File: src/rtl/tlb_search_arbiter.sv
// Arbitrates wb/ms/fs TLB searches onto one search port via a grant/search/response pipeline.
// Define TLB_ARB_RR_EN for round-robin ms/fs arbitration; otherwise fixed priority wb > ms > fs.
module tlb_search_arbiter #(
    parameter int unsigned TLBNUM = 16,
    parameter int unsigned IDXW   = 4
) (
    input  logic            clk,
    input  logic            reset,
    input  logic            wb_req,
    input  logic [26:0]     wb_key,
    input  logic            ms_req,
    input  logic [26:0]     ms_key,
    input  logic            fs_req,
    input  logic [26:0]     fs_key,
    output logic [2:0]      gnt,
    output logic [2:0]      rsp_valid,
    output logic            rsp_found,
    output logic [IDXW-1:0] rsp_index,
    input  logic            tlb_we,
    input  logic            flush,
    output logic [18:0]     s_vpn2,
    output logic [7:0]      s_asid,
    input  logic            s_found,
    input  logic [IDXW-1:0] s_index
);

    if (TLBNUM != (32'd1 << IDXW)) begin : g_cfg_check
        $error("tlb_search_arbiter: TLBNUM must equal 2**IDXW");
    end

    // Bit order everywhere is {wb, ms, fs}.
    logic [2:0]  outst_q, outst_d;
    logic [2:0]  s1_own_q;
    logic [1:0]  wblk_q, wblk_eff;
    logic        blocked;
    logic [2:0]  elig;
    logic        pick_fs;
    logic [2:0]  kill, s1_live;
    logic [26:0] sel_key;

    always_comb begin
        wblk_eff = tlb_we ? 2'd2 : wblk_q;
        blocked  = (wblk_eff != 2'd0) | reset;
        elig     = {wb_req, ms_req, fs_req} & ~outst_q;
        if (flush) begin
            elig[1:0] = 2'b00;
        end
    end

`ifdef TLB_ARB_RR_EN
    logic rr_fs_q;

    assign pick_fs = elig[0] & (~elig[1] | rr_fs_q);

    always_ff @(posedge clk or posedge reset) begin
        if (reset) begin
            rr_fs_q <= 1'b0;
        end else if (gnt[1]) begin
            rr_fs_q <= 1'b1;
        end else if (gnt[0]) begin
            rr_fs_q <= 1'b0;
        end
    end
`else
    assign pick_fs = elig[0] & ~elig[1];
`endif

    always_comb begin
        gnt = 3'b000;
        if (!blocked) begin
            if (elig[2]) begin
                gnt = 3'b100;
            end else if (pick_fs) begin
                gnt = 3'b001;
            end else if (elig[1]) begin
                gnt = 3'b010;
            end
        end

        sel_key = fs_key;
        if (gnt[2]) begin
            sel_key = wb_key;
        end else if (gnt[1]) begin
            sel_key = ms_key;
        end

        // A write invalidates any search in flight; a flush kills only ms/fs searches.
        kill    = s1_own_q & ({3{tlb_we}} | {1'b0, flush, flush});
        s1_live = s1_own_q & ~kill;
        outst_d = (outst_q | gnt) & ~kill & ~rsp_valid;
    end

    always_ff @(posedge clk or posedge reset) begin
        if (reset) begin
            outst_q   <= 3'b000;
            s1_own_q  <= 3'b000;
            wblk_q    <= 2'd0;
            rsp_valid <= 3'b000;
            rsp_found <= 1'b0;
            rsp_index <= '0;
            s_vpn2    <= 19'd0;
            s_asid    <= 8'd0;
        end else begin
            outst_q   <= outst_d;
            s1_own_q  <= gnt;
            rsp_valid <= s1_live;
            wblk_q    <= blocked ? wblk_eff - 2'd1 : 2'd0;
            if (|gnt) begin
                {s_vpn2, s_asid} <= sel_key;
            end
            if (|s1_live) begin
                rsp_found <= s_found;
                rsp_index <= s_index;
            end
        end
    end

endmodule

File: config.mk
export PLATFORM = sky130hd
export DESIGN_NAME = tlb_search_arbiter
export DESIGN_NICKNAME = d
export VERILOG_FILES = /design/src/rtl/tlb_search_arbiter.sv
export SDC_FILE = /design/constraint.sdc
export NUM_CORES = 1
export LEC_CHECK = 0
export ABC_AREA = 1
export CELL_PAD_IN_SITES_DETAIL_PLACEMENT = 0
export CELL_PAD_IN_SITES_GLOBAL_PLACEMENT = 1
export CORE_UTILIZATION = 27
export CTS_CLUSTER_DIAMETER = 80
export DETAILED_ROUTE_END_ITERATION = 7
export GPL_TIMING_DRIVEN = 0
export PLACE_DENSITY_LB_ADDON = 0.1
export RECOVER_POWER = 50
export SYNTH_ARGS = -nofsm -noshare
export SYNTH_HDL_FRONTEND = slang
export SYNTH_SLANG_ARGS = --single-unit
File: constraint.sdc
create_clock -name clk -period 2 [get_ports clk]
set_input_delay 0.2 -clock clk [delete_from_list [all_inputs] [get_ports clk]]
set_output_delay 0.2 -clock clk [all_outputs]
set_load 0.02 [all_outputs]
==> out/qor.csv <==
metric;value;unit
status;complete, no violations;
end_kind;flip-flop;
synth_common_cells;nand3_1, nand2_1, dfrtp_1;
drive_gt1_frac;0.1060;
report.final.hold_viol_count;0;
gp_congestion;0.6934;
seq_power_share;0.360;
power_frac_clock;0.182;
synthesis.area;2414;sq um
setup_viol;0;
period_share;0.9359;
antenna_found_initial;0;
cts.sinks;43;
yosys-top-cells-area;dfrtp_1, nand3_1, nand2_1;
clock_path_buffers;2;
io_pins;131;
postLayoutCellArea;4008;sq um
fin_nets;545;
synth_cells;311;
clk_pin_slew;90;ps
hold_start;tlb_we;
htreeDepth;2;
grt_overflow_total;0;
vias;2588;
dp_hpwl;5876;microns
fmaxAchievable;534.3;MHz
syn_avg_cell_area;7.761;sq um
postSynth.asyncResetShare;1.000;
tightest_slew;540.3;ps
min_period;1872;ps
yosys.area.top_type_share;0.4458;
p_sw;1.359;mW
die_h;96.55;microns
insertion_delay;300;ps
ff2ff_setup_slack;130;ps
critPathLaunchType;flip-flop;
synthFlopType;dfrtp_1;
synth_most_common_cell;nand3_1;
initial_core_util;0.2781;
drt_iter0_drc;43;
grt_usage;0.1809;
grt_pass1_vias;2479;
cts_inserted_buffers;5;
syn-num-nets;404;
synth.distinct_cells;26;
post-route-drc-count;0;
hp-class;in -> reg;
r2r-end;s_asid[4];
ir_drop;0.0003492;V
drt-total-wl;8224;microns
worstHoldEndpoint;rsp_valid[2];
place_area;3870;sq um
tritoncts;done;
arrival;2060;ps
synth_top_cell_by_area;dfrtp_1;
cp_max_fo;10;
reg2reg_depth;8;
utilization;0.4618;
n_antenna_cell;0;
rows;34;
swShare;0.3550;
wl_per_cell;14.66;microns
leakage;1.850;nW
dieArea;9321;sq um
p_int;2.469;mW
required;2190;ps
slew_viol_final;0;
grt_pass1_wl;12670;microns
crit_type;reg -> reg;
clock_skew;10.21;ps
p_total;3.828;mW
power_density;955.3;nW/um^2
ctsRootBufferMaster;clkbuf_8;
dr.pass1.iters;4;
whs;346.3;ps
maxCapViolCount;0;
ant_nets;0;
yosysWarnings;0;
combPwrFrac;0.458;
core;8678;sq um
postCtsHoldBufs;0;
viasPerCell;4.613;
yosysSeqAreaShare;0.4458;
slew_headroom;0.6398;
synth_edf_count;0;
area_delta_synth_final;66.04;%
chipWidth;96.55;microns
grt_max_degree;37;
holdPathStages;2;
timing.rr.start;outst_q[2];
yosys_register_bits;43;
port_buffers;130;
## sequential cells by signal, indices dropped and copies added (netlist names)
register	cells
s_vpn2	19
s_asid	8
rsp_index	4
outst_q	3
rsp_valid	3
s1_own_q	3
wblk_q	2
rsp_found	1
## metrics by stage
stage | TNS [ps] | worst slack (ps) | cells
final | 0 | 128.3 | 561
after global routing | -26.73 | -11.75 | 561
after CTS | 0 | 9.270 | 558
after detailed placement | -2670 | -445.0 | 550
after global placement | -23220 | -650.2 | 549
after floorplan | 0 | 512.9 | 311
## kinds of logic (layout without fill, tap and decap cells)
family	count (synthesis)	count (layout)	share of synthesized area
AO/OA/AOI/OAI	10	10	0.02748
buffers and inverters	38	180	0.07724
AND/OR/NAND/NOR	220	220	0.4495
flip-flops	43	43	0.4458
## worst max path at each step
stage,startpoint,end,slack [ps],cells after the start
global route,outst_q[2],s_vpn2[0],-10,8
global placement,reset,wblk_q[1],-650,3
finish,outst_q[2],s_asid[4],130,8
detailed placement,flush,gnt[1],-450,9
floorplan,reset,wblk_q[1],510,2
CTS,wblk_q[1],gnt[0],9,7
## worst max-delay path: stages (launching register included)
cell,delay [ps]
dfrtp_1,420
nor2_4,220
nor2_2,90
buf_4,140
o21ai_4,270
nand2_2,220
buf_4,240
nand3_1,100
nand2_1,60
## layout make-up
type | count | area (sq um)
multi-input combinational | 230 | 1151
inverter | 18 | 67.56
fill | 895 | 4671
clock buffer | 5 | 68.82
buffer | 19 | 121.4
sequential | 43 | 1076
clock inverter | 3 | 43.79
timing repair buffer | 135 | 1344
tap | 108 | 135.1
## power by group through the flow
stage / Combinational [mW] / Sequential [mW] / Clock (mW)
finish: 1.75 / 1.38 / 0.697
global route: 1.91 / 1.42 / 0.760
CTS: 1.77 / 1.38 / 0.725
detailed placement: 1.76 / 1.39 / 0
global placement: 1.74 / 1.39 / 0
floorplan: 0.452 / 1.75 / 0
## repair_timing
item                       CTS  global route
pin swaps                    1             2
buffers inserted             1             3
setup endpoints to repair    3             8
resized for setup           13             6
hold endpoints to repair     0             0
## placed cells by master, fill, tap and decap left out, types with 2 or more instances in the layout
cell	netlist	layout
clkdlybuf4s50_1	0	125
nand3_1	110	110
nand2_1	61	61
dfrtp_1	43	43
inv_1	16	15
nor2_1	13	13
or2_0	12	12
buf_4	5	10
or2_1	10	10
buf_2	8	7
o21ai_0	7	7
or2_2	5	5
clkbuf_8	0	5
buf_6	2	3
nand2_2	2	2
nand2_4	2	2
buf_1	2	2
clkbuf_1	3	2
inv_2	1	2
## metal layers
metal,global-route usage,routed length (microns),up-vias
met1,0.2334,3714,1200
met3,0.04069,519,6
li1,-,-,1306
met4,0.04779,81,0
met5,0,0,-
met2,0.3040,3909,76
Note: power is estimated with default switching activity, not from simulation.
